## src/rtl/alu_pkg.sv

```systemverilog
// Opcodes, FSM state encoding and flag bit indices shared by alu_pipe and its bench.
// ALU_MUL_EN selects whether ALU_MUL is implemented or reported as illegal.
package alu_pkg;

  localparam int unsigned OP_W = 4;

  localparam logic [OP_W-1:0] ALU_AND  = 4'b0000;
  localparam logic [OP_W-1:0] ALU_OR   = 4'b0001;
  localparam logic [OP_W-1:0] ALU_ADD  = 4'b0010;
  localparam logic [OP_W-1:0] ALU_XOR  = 4'b0011;
  localparam logic [OP_W-1:0] ALU_SLL  = 4'b0100;
  localparam logic [OP_W-1:0] ALU_SRL  = 4'b0101;
  localparam logic [OP_W-1:0] ALU_SUB  = 4'b0110;
  localparam logic [OP_W-1:0] ALU_SLT  = 4'b0111;
  localparam logic [OP_W-1:0] ALU_SLTU = 4'b1000;
  localparam logic [OP_W-1:0] ALU_MUL  = 4'b1001;
  localparam logic [OP_W-1:0] ALU_NOR  = 4'b1100;
  localparam logic [OP_W-1:0] ALU_SRA  = 4'b1101;
  localparam logic [OP_W-1:0] ALU_EQ   = 4'b1111;

  typedef enum logic [0:0] {
    ST_IDLE = 1'b0,
    ST_MUL  = 1'b1
  } state_t;

  localparam int unsigned FLG_ZERO  = 0;
  localparam int unsigned FLG_CARRY = 1;
  localparam int unsigned FLG_OVF   = 2;
  localparam int unsigned FLG_ILL   = 3;
  localparam int unsigned FLG_W     = 4;

  typedef logic [FLG_W-1:0] flags_t;

endpackage

```

## src/rtl/alu_mul_iter.sv

```systemverilog
// Shift-add multiplier, one multiplier bit per cycle, low WIDTH product bits only.
// Only instantiated by alu_pipe when ALU_MUL_EN is defined.
module alu_mul_iter #(
  parameter int unsigned WIDTH = 32
) (
  input  logic             clk,
  input  logic             rst_n,
  input  logic             start,
  input  logic [WIDTH-1:0] a,
  input  logic [WIDTH-1:0] b,
  output logic             busy,
  output logic             done,
  output logic [WIDTH-1:0] product_c
);

  localparam int unsigned SHW   = $clog2(WIDTH);
  localparam int unsigned CNT_W = SHW + 1;
  localparam logic [CNT_W-1:0] LAST = CNT_W'(WIDTH - 1);

  logic [WIDTH-1:0] mcand;
  logic [WIDTH-1:0] mplier;
  logic [WIDTH-1:0] acc;
  logic [CNT_W-1:0] cnt;

  // Final bit is folded in combinationally so the owner can load it on the last iteration.
  assign product_c = acc + (mplier[0] ? mcand : '0);
  assign done      = busy & (cnt == LAST);

  // The start cycle already consumes multiplier bit 0.
  always_ff @(posedge clk or negedge rst_n) begin
    if (!rst_n) begin
      mcand  <= '0;
      mplier <= '0;
      acc    <= '0;
      cnt    <= '0;
      busy   <= 1'b0;
    end else if (start) begin
      acc    <= b[0] ? a : '0;
      mcand  <= a << 1;
      mplier <= b >> 1;
      cnt    <= CNT_W'(1);
      busy   <= 1'b1;
    end else if (busy) begin
      if (done) begin
        busy <= 1'b0;
      end else begin
        acc    <= product_c;
        mcand  <= mcand << 1;
        mplier <= mplier >> 1;
        cnt    <= cnt + CNT_W'(1);
      end
    end
  end

endmodule

```

## src/rtl/alu_pipe.sv

```systemverilog
// Handshaked ALU with one registered result/flag stage between operand fetch and writeback.
// Define ALU_MUL_EN to build the iterative multiplier; without it MUL returns 0 and flags illegal.
module alu_pipe
  import alu_pkg::*;
#(
  parameter int unsigned WIDTH = 32
) (
  input  logic             clk,
  input  logic             rst_n,
  input  logic             in_valid,
  output logic             in_ready,
  input  logic [WIDTH-1:0] a_in,
  input  logic [WIDTH-1:0] b_in,
  input  logic [3:0]       alu_sel,
  output logic             out_valid,
  input  logic             out_ready,
  output logic [WIDTH-1:0] alu_out,
  output logic             zero,
  output logic             carry_out,
  output logic             overflow,
  output logic             illegal
);

  localparam int unsigned SHW = $clog2(WIDTH);

  state_t           state;
  state_t           state_nxt;
  logic             accept;
  logic             mul_start;
  logic             mul_busy;
  logic             mul_done;
  logic [WIDTH-1:0] mul_prod;
  logic [WIDTH-1:0] res_c;
  flags_t           flags_c;
  logic [SHW-1:0]   shamt;
  logic [WIDTH:0]   add_full;
  logic [WIDTH:0]   sub_full;
  logic             add_ovf;
  logic             sub_ovf;

  assign accept   = in_valid & in_ready;
  assign shamt    = b_in[SHW-1:0];
  assign add_full = {1'b0, a_in} + {1'b0, b_in};
  assign sub_full = {1'b0, a_in} - {1'b0, b_in};
  assign add_ovf  = (a_in[WIDTH-1] == b_in[WIDTH-1]) & (add_full[WIDTH-1] != a_in[WIDTH-1]);
  assign sub_ovf  = (a_in[WIDTH-1] != b_in[WIDTH-1]) & (sub_full[WIDTH-1] != a_in[WIDTH-1]);

`ifdef ALU_MUL_EN
  assign mul_start = accept & (alu_sel == ALU_MUL);

  alu_mul_iter #(
    .WIDTH(WIDTH)
  ) u_mul (
    .clk      (clk),
    .rst_n    (rst_n),
    .start    (mul_start),
    .a        (a_in),
    .b        (b_in),
    .busy     (mul_busy),
    .done     (mul_done),
    .product_c(mul_prod)
  );
`else
  assign mul_start = 1'b0;
  assign mul_busy  = 1'b0;
  assign mul_done  = 1'b0;
  assign mul_prod  = '0;
`endif

  // Op mux and flags; ADD shares the default arm with the unassigned opcodes.
  always_comb begin
    res_c   = add_full[WIDTH-1:0];
    flags_c = '0;
    case (alu_sel)
      ALU_AND:  res_c = a_in & b_in;
      ALU_OR:   res_c = a_in | b_in;
      ALU_XOR:  res_c = a_in ^ b_in;
      ALU_NOR:  res_c = ~(a_in | b_in);
      ALU_SLL:  res_c = a_in << shamt;
      ALU_SRL:  res_c = a_in >> shamt;
      ALU_SRA:  res_c = WIDTH'($signed(a_in) >>> shamt);
      ALU_SLT:  res_c = WIDTH'($signed(a_in) < $signed(b_in));
      ALU_SLTU: res_c = WIDTH'(a_in < b_in);
      ALU_EQ:   res_c = WIDTH'(a_in == b_in);
      ALU_SUB: begin
        res_c              = sub_full[WIDTH-1:0];
        flags_c[FLG_CARRY] = ~sub_full[WIDTH];
        flags_c[FLG_OVF]   = sub_ovf;
      end
      ALU_MUL: begin
        res_c = '0;
`ifndef ALU_MUL_EN
        flags_c[FLG_ILL] = 1'b1;
`endif
      end
      default: begin
        res_c              = add_full[WIDTH-1:0];
        flags_c[FLG_CARRY] = add_full[WIDTH];
        flags_c[FLG_OVF]   = add_ovf;
      end
    endcase
    flags_c[FLG_ZERO] = (res_c == '0);
  end

  always_ff @(posedge clk or negedge rst_n) begin
    if (!rst_n) begin
      state <= ST_IDLE;
    end else begin
      state <= state_nxt;
    end
  end

  always_comb begin
    state_nxt = state;
    case (state)
      ST_IDLE: if (mul_start) state_nxt = ST_MUL;
      ST_MUL:  if (mul_done || !mul_busy) state_nxt = ST_IDLE;
      default: state_nxt = ST_IDLE;
    endcase
  end

  // Input side stalls for the whole multiply and whenever the held result cannot leave.
  always_comb begin
    in_ready = (state == ST_IDLE) & (~out_valid | out_ready);
  end

  // Output stage: a new result may replace a popped one in the same cycle.
  always_ff @(posedge clk or negedge rst_n) begin
    if (!rst_n) begin
      out_valid <= 1'b0;
      alu_out   <= '0;
      zero      <= 1'b0;
      carry_out <= 1'b0;
      overflow  <= 1'b0;
      illegal   <= 1'b0;
    end else if (accept && !mul_start) begin
      out_valid <= 1'b1;
      alu_out   <= res_c;
      zero      <= flags_c[FLG_ZERO];
      carry_out <= flags_c[FLG_CARRY];
      overflow  <= flags_c[FLG_OVF];
      illegal   <= flags_c[FLG_ILL];
    end else if (mul_done) begin
      out_valid <= 1'b1;
      alu_out   <= mul_prod;
      zero      <= (mul_prod == '0);
      carry_out <= 1'b0;
      overflow  <= 1'b0;
      illegal   <= 1'b0;
    end else if (out_ready) begin
      out_valid <= 1'b0;
    end
  end

endmodule
```

## config.mk

```make
export PLATFORM = sky130hd
export DESIGN_NAME = alu_pipe
export DESIGN_NICKNAME = d
export VERILOG_FILES = /design/src/rtl/alu_pkg.sv /design/src/rtl/alu_mul_iter.sv /design/src/rtl/alu_pipe.sv
export SDC_FILE = /design/constraint.sdc
export NUM_CORES = 1
export LEC_CHECK = 0
export BUFFER_PORTS_ARGS = -buffer_cell sky130_fd_sc_hd__buf_4
export CAP_MARGIN = 20
export CORE_UTILIZATION = 57
export DETAILED_ROUTE_END_ITERATION = 7
export GPL_ROUTABILITY_DRIVEN = 0
export HOLD_SLACK_MARGIN = 0.03
export PLACE_DENSITY = 0.8
export RECOVER_POWER = 25
export SKIP_CTS_REPAIR_TIMING = 1
export SYNTH_ARGS = -nofsm -noshare
export SYNTH_HDL_FRONTEND = slang
export SYNTH_HIERARCHICAL = 1
export SYNTH_SLANG_ARGS = --single-unit
```

## constraint.sdc

```tcl
create_clock -name clk -period 2.25 [get_ports clk]
set_input_delay 0.225 -clock clk [delete_from_list [all_inputs] [get_ports clk]]
set_output_delay 0.225 -clock clk [all_outputs]
set_load 0.03 [all_outputs]
```

==> results of run 1 <==
[layer usage]
| layer | track usage, % | overflow |
|---|---|---|
| met3 | 53.1 | 0 |
| met5 | 30.3 | 0 |
| met4 | 63.8 | 4 |
| met2 | 86.9 | 3 |
| met1 | 70.6 | 1 |
[through the flow]
step | instance area, um2 | util [%] | TNS (ps)
3_5_place_dp | 17000 | 86.7 | -35100
3_3_place_gp | 17000 | 86.7 | -30430
2_1_floorplan | 11800 | - | -15430
4_1_cts | 17200 | 87.6 | -25990
[cells in the mapped netlist, types with 24 or more instances]
master,count,share of area [%]
o211ai_1,24,1.6
a21oi_1,122,5.3
nand2_1,157,5.1
a211oi_1,31,2.0
buf_2,32,1.4
o221ai_1,24,1.8
ha_1,97,11
nand3_1,43,1.9
mux2_2,27,2.6
nor2_1,128,4.2
mux2i_1,52,4.5
a22oi_1,38,2.5
mux4_2,40,7.8
clkbuf_1,78,2.5
dfrtp_1,37,8.1
o21ai_0,100,4.4
nor3_1,38,1.7
inv_1,97,3.2
[cells by family after synthesis]
kind of cell               count (synthesis)  share of synthesized area, %
AOI/OAI and AO/OA                        582                          34.9
xor gates and xnor gates                  16                          1.22
adders and majority gates                 99                          10.9
buffers and inverters                    235                          8.51
DFF                                       37                          8.05
muxes                                    122                          15.3
and+or+nand+nor                          506                          21.1
==> results.toml, run 1 <==
[synthesis]
synthDistinctLibCells = 93
syn_area_per_cell_um2 = 7.20
ys_seq_elements = 37
async_flop_share_pct = 100
synth_edf_count = 0
syn-cell-area_mm2 = 0.0115
ys_seq_area_share_pct = 8.05
synthCells = 1597
synth-main-ff-cell = "dfrtp_1"
ys.warnings.count = 6
synth_fp_nets = 1768

[placed_design]
place_ws_ps = -1900
portBuffers = 109
dp_hpwl_um = 49900
dpl.cell_count = 2464

[floorplan]
die_width_um = 144
ios = 110
start_util_pct = 58.7
die_y_um = 144
fp-row-count = 51

[clock_tree]
clkSinkCount = 37
cts_buffer_depth = 2
cts_buffers = 5
cts-root-buf = "clkbuf_16"
cts.htree.levels = 2

[status]
error = "[ERROR GRT-0116] Global routing finished with congestion. Check the congestion regions in the DRC Viewer."
failed_stage = "global routing (5_1_grt)"
status = "did not finish"

[global_route]
grt_usage_pct = 69.4
globalRouteOverflowTotal = 8
grt_pass1_wl_um = 108000
grt_max_degree = 63
grt_pass1_vias = 19200
==> run 2: changes to the inputs <==
--- a/config.mk
+++ b/config.mk
@@ -7,11 +7,10 @@
 export LEC_CHECK = 0
 export BUFFER_PORTS_ARGS = -buffer_cell sky130_fd_sc_hd__buf_4
 export CAP_MARGIN = 20
-export CORE_UTILIZATION = 57
+export CORE_UTILIZATION = 40
 export DETAILED_ROUTE_END_ITERATION = 7
 export GPL_ROUTABILITY_DRIVEN = 0
-export HOLD_SLACK_MARGIN = 0.03
-export PLACE_DENSITY = 0.8
+export PLACE_DENSITY_LB_ADDON = 0.15
 export RECOVER_POWER = 25
 export SKIP_CTS_REPAIR_TIMING = 1
 export SYNTH_ARGS = -nofsm -noshare
==> constraint.sdc (replaced) <==
create_clock -name clk -period 2.93 [get_ports clk]
set_input_delay 0.293 -clock clk [delete_from_list [all_inputs] [get_ports clk]]
set_output_delay 0.293 -clock clk [all_outputs]
set_load 0.03 [all_outputs]
==> run 2 against run 1 <==
The flow now finishes, with violations (DRC, capacitance limit, slew limit, setup timing). Area after synthesis unchanged. Synthesized cell count unchanged.
==> results.toml, run 2 <==
[clock_tree]
insertion_delay_ps = 280
cts.htree.levels = 2
clkSinkCount = 37
cts_buffers = 5
cts.clk_slew.worst_paths_ps = 60
cts_buffer_depth = 2
cts_tree = "built"
cts-root-buf = "clkbuf_16"

[cells_and_area]
n_antenna_cell = 0
top_register = "alu_out"
final_common_cell = "buf_4"
final_cell_mix = "buf_4, nand2_1, nor2_1"
fillers = 2422
fin_util_pct = 66.1
area_growth_pct = 61.1
largest_reg_flops = 32
fin_nets = 2413
drive_above_1_share_pct = 45.1
design_area_mm2 = 0.0185
final_cells = 2621

[drt]
dr.pass1.iters = 8
finalWirelength_um = 61100
wl_per_cell_um = 23.3
drc = 22
vias_per_cell = 6.38
drtIter0Drc = 2632
ant_nets = 0
vias = 16700

[floorplan]
start_util_pct = 41.1
ios = 110
core-area_mm2 = 0.0280
fp-row-count = 61
die_y_um = 172
dieArea_mm2 = 0.0294
die_width_um = 172

[synthesis]
synth-main-ff-cell = "dfrtp_1"
ys_top_cells_by_count = "nand2_1, nor2_1, a21oi_1"
synth_fp_nets = 1768
synthCells = 1597
synthMostInstantiatedCell = "nand2_1"
synthDominantCellAreaShare_pct = 10.6
ys_seq_elements = 37
syn-cell-area_mm2 = 0.0115
ys_seq_area_share_pct = 8.05
synth_edf_count = 0
ys_top_cells_by_area = "ha_1, dfrtp_1, mux4_2"
synthDistinctLibCells = 93
ys.warnings.count = 6
netlist.top_cell.by_area = "ha_1"
async_flop_share_pct = 100
syn_area_per_cell_um2 = 7.20

[global_route]
grt_pass1_vias = 15600
grt_max_degree = 62
antenna_found_initial = 0
globalRouteOverflowTotal = 0
grt_usage_pct = 39.4
grt_pass1_wl_um = 88500

[power_and_ir_drop]
leakage_nw = 8.56
p_int_mw = 2.91
powerDensity_mw_per_mm2 = 287
power_frac_comb_pct = 75.9
p_seq_share_pct = 12.4
ir_drop_mv = 0.197
clkPwrFrac_pct = 11.7
switchingPower_mw = 2.41
p_sw_share_pct = 45.3

[critical_path]
cp.arrival_ps = 3930
endpoint_kind = "register"
cp.required_ps = 3120
path_class = "input pin to register"
path_max_fanout = 15
crit_path_start_kind = "input pin"

[timing]
fin_ws_ps = -805
rsz0062_at_grt = "true"
worst_pin_slew_ps = 1870
fmax_ghz = 0.268
slew_viol_final = 38
setup_viol = 14
fin_crit_ps = 3740
slew_headroom_pct = -24.6
clock_skew_ps = 4.53
finalHoldViolCount = 0
finalCritPeriodShare_pct = 127

[placed_design]
portBuffers = 109
dp_hpwl_um = 49100
place_ws_ps = -1520
place_area_mm2 = 0.0172
dpl.cell_count = 2586

[flow_run]
cap_violations = 1

[status]
violations = "DRC, capacitance limit, slew limit, setup timing"
status = "complete, but fails checks"

[hold_path]
hp-class = "input pin to register"
==> run 2: worst max-delay path, cell delays in order <==
cell and delay (ps):
buf_6 120, buf_12 140, buf_16 150, mux2_2 380, o22ai_1 210, a211oi_1 130, o21ai_1 320, a32oi_2 160
or3_4 450, a2bb2oi_2 160, or4_4 570, nor4b_4 320, buf_4 160, nand4_1 90, o31ai_2 250
==> run 2: cell type report <==
cell class              instances  area, um2  area share [%]
multi-input cells            1325      10500            56.7
clock inverters                 2       37.5           0.203
repair buffers                769       6030            32.6
well taps                     378        473            2.55
inverters                     104        414            2.24
flip-flops and latches         37        926            5.00
clock buffers                   6        139           0.750
==> run 2: power groups by stage <==
| stage | sequential [mW] | clock (mW) | combinational (mW) |
|---|---|---|---|
| detailed placement | 0.670 | 0 | 3.56 |
| finish | 0.659 | 0.624 | 4.03 |
| floorplan | 0.859 | 0 | 1.57 |
| global placement | 0.663 | 0 | 3.52 |
| CTS | 0.661 | 0.636 | 3.58 |
| global route | 0.674 | 0.657 | 4.23 |
==> run 2: path summary, 6_finish.rpt <==
| path | from | to | slack, ps | depth (start not counted) |
|---|---|---|---|---|
| setup / recovery | b_in[2] | zero | -810 | 15 |
| max in group asynchronous | rst_n | alu_out[28] | 790 | 2 |
| hold / removal | in_valid | out_valid | 230 | 2 |
| setup reg to reg | out_valid | zero | 20 | 12 |
| min in group asynchronous | rst_n | illegal | 1060 | 2 |
| hold reg to reg | alu_out[16] | alu_out[16] | 480 | 2 |
==> run 2: kinds of logic after synthesis <==
group | after synthesis | share of synthesized area, %
muxes | 122 | 15.3
xor gates and xnor gates | 16 | 1.22
AOI/OAI and AO/OA | 582 | 34.9
DFF | 37 | 8.05
buffers and inverters | 235 | 8.51
and+or+nand+nor | 506 | 21.1
adders and majority gates | 99 | 10.9
==> run 2: per-layer routing <==
layer  vias to the layer above  wire length [um]  global-route usage (%)
met5                         -                 0                       0
met4                         0              4060                    20.9
met3                       303              7480                    6.83
met2                      1250             25900                    60.8
met1                      7807             23700                    52.0
li1                       7356                 -                       -
==> run 2: metrics by stage <==
step           setup TNS (ps)  hold WS, ps  total power [mW]
6_report                -3690          226              5.32
5_1_grt                 -5340          228              5.56
4_1_cts                 -6770        -28.8              4.88
3_5_place_dp           -14120          271              4.23
3_3_place_gp           -13000          272              4.19
2_1_floorplan           -2360        -2.59              2.43
(Power assumes the default switching activity.)
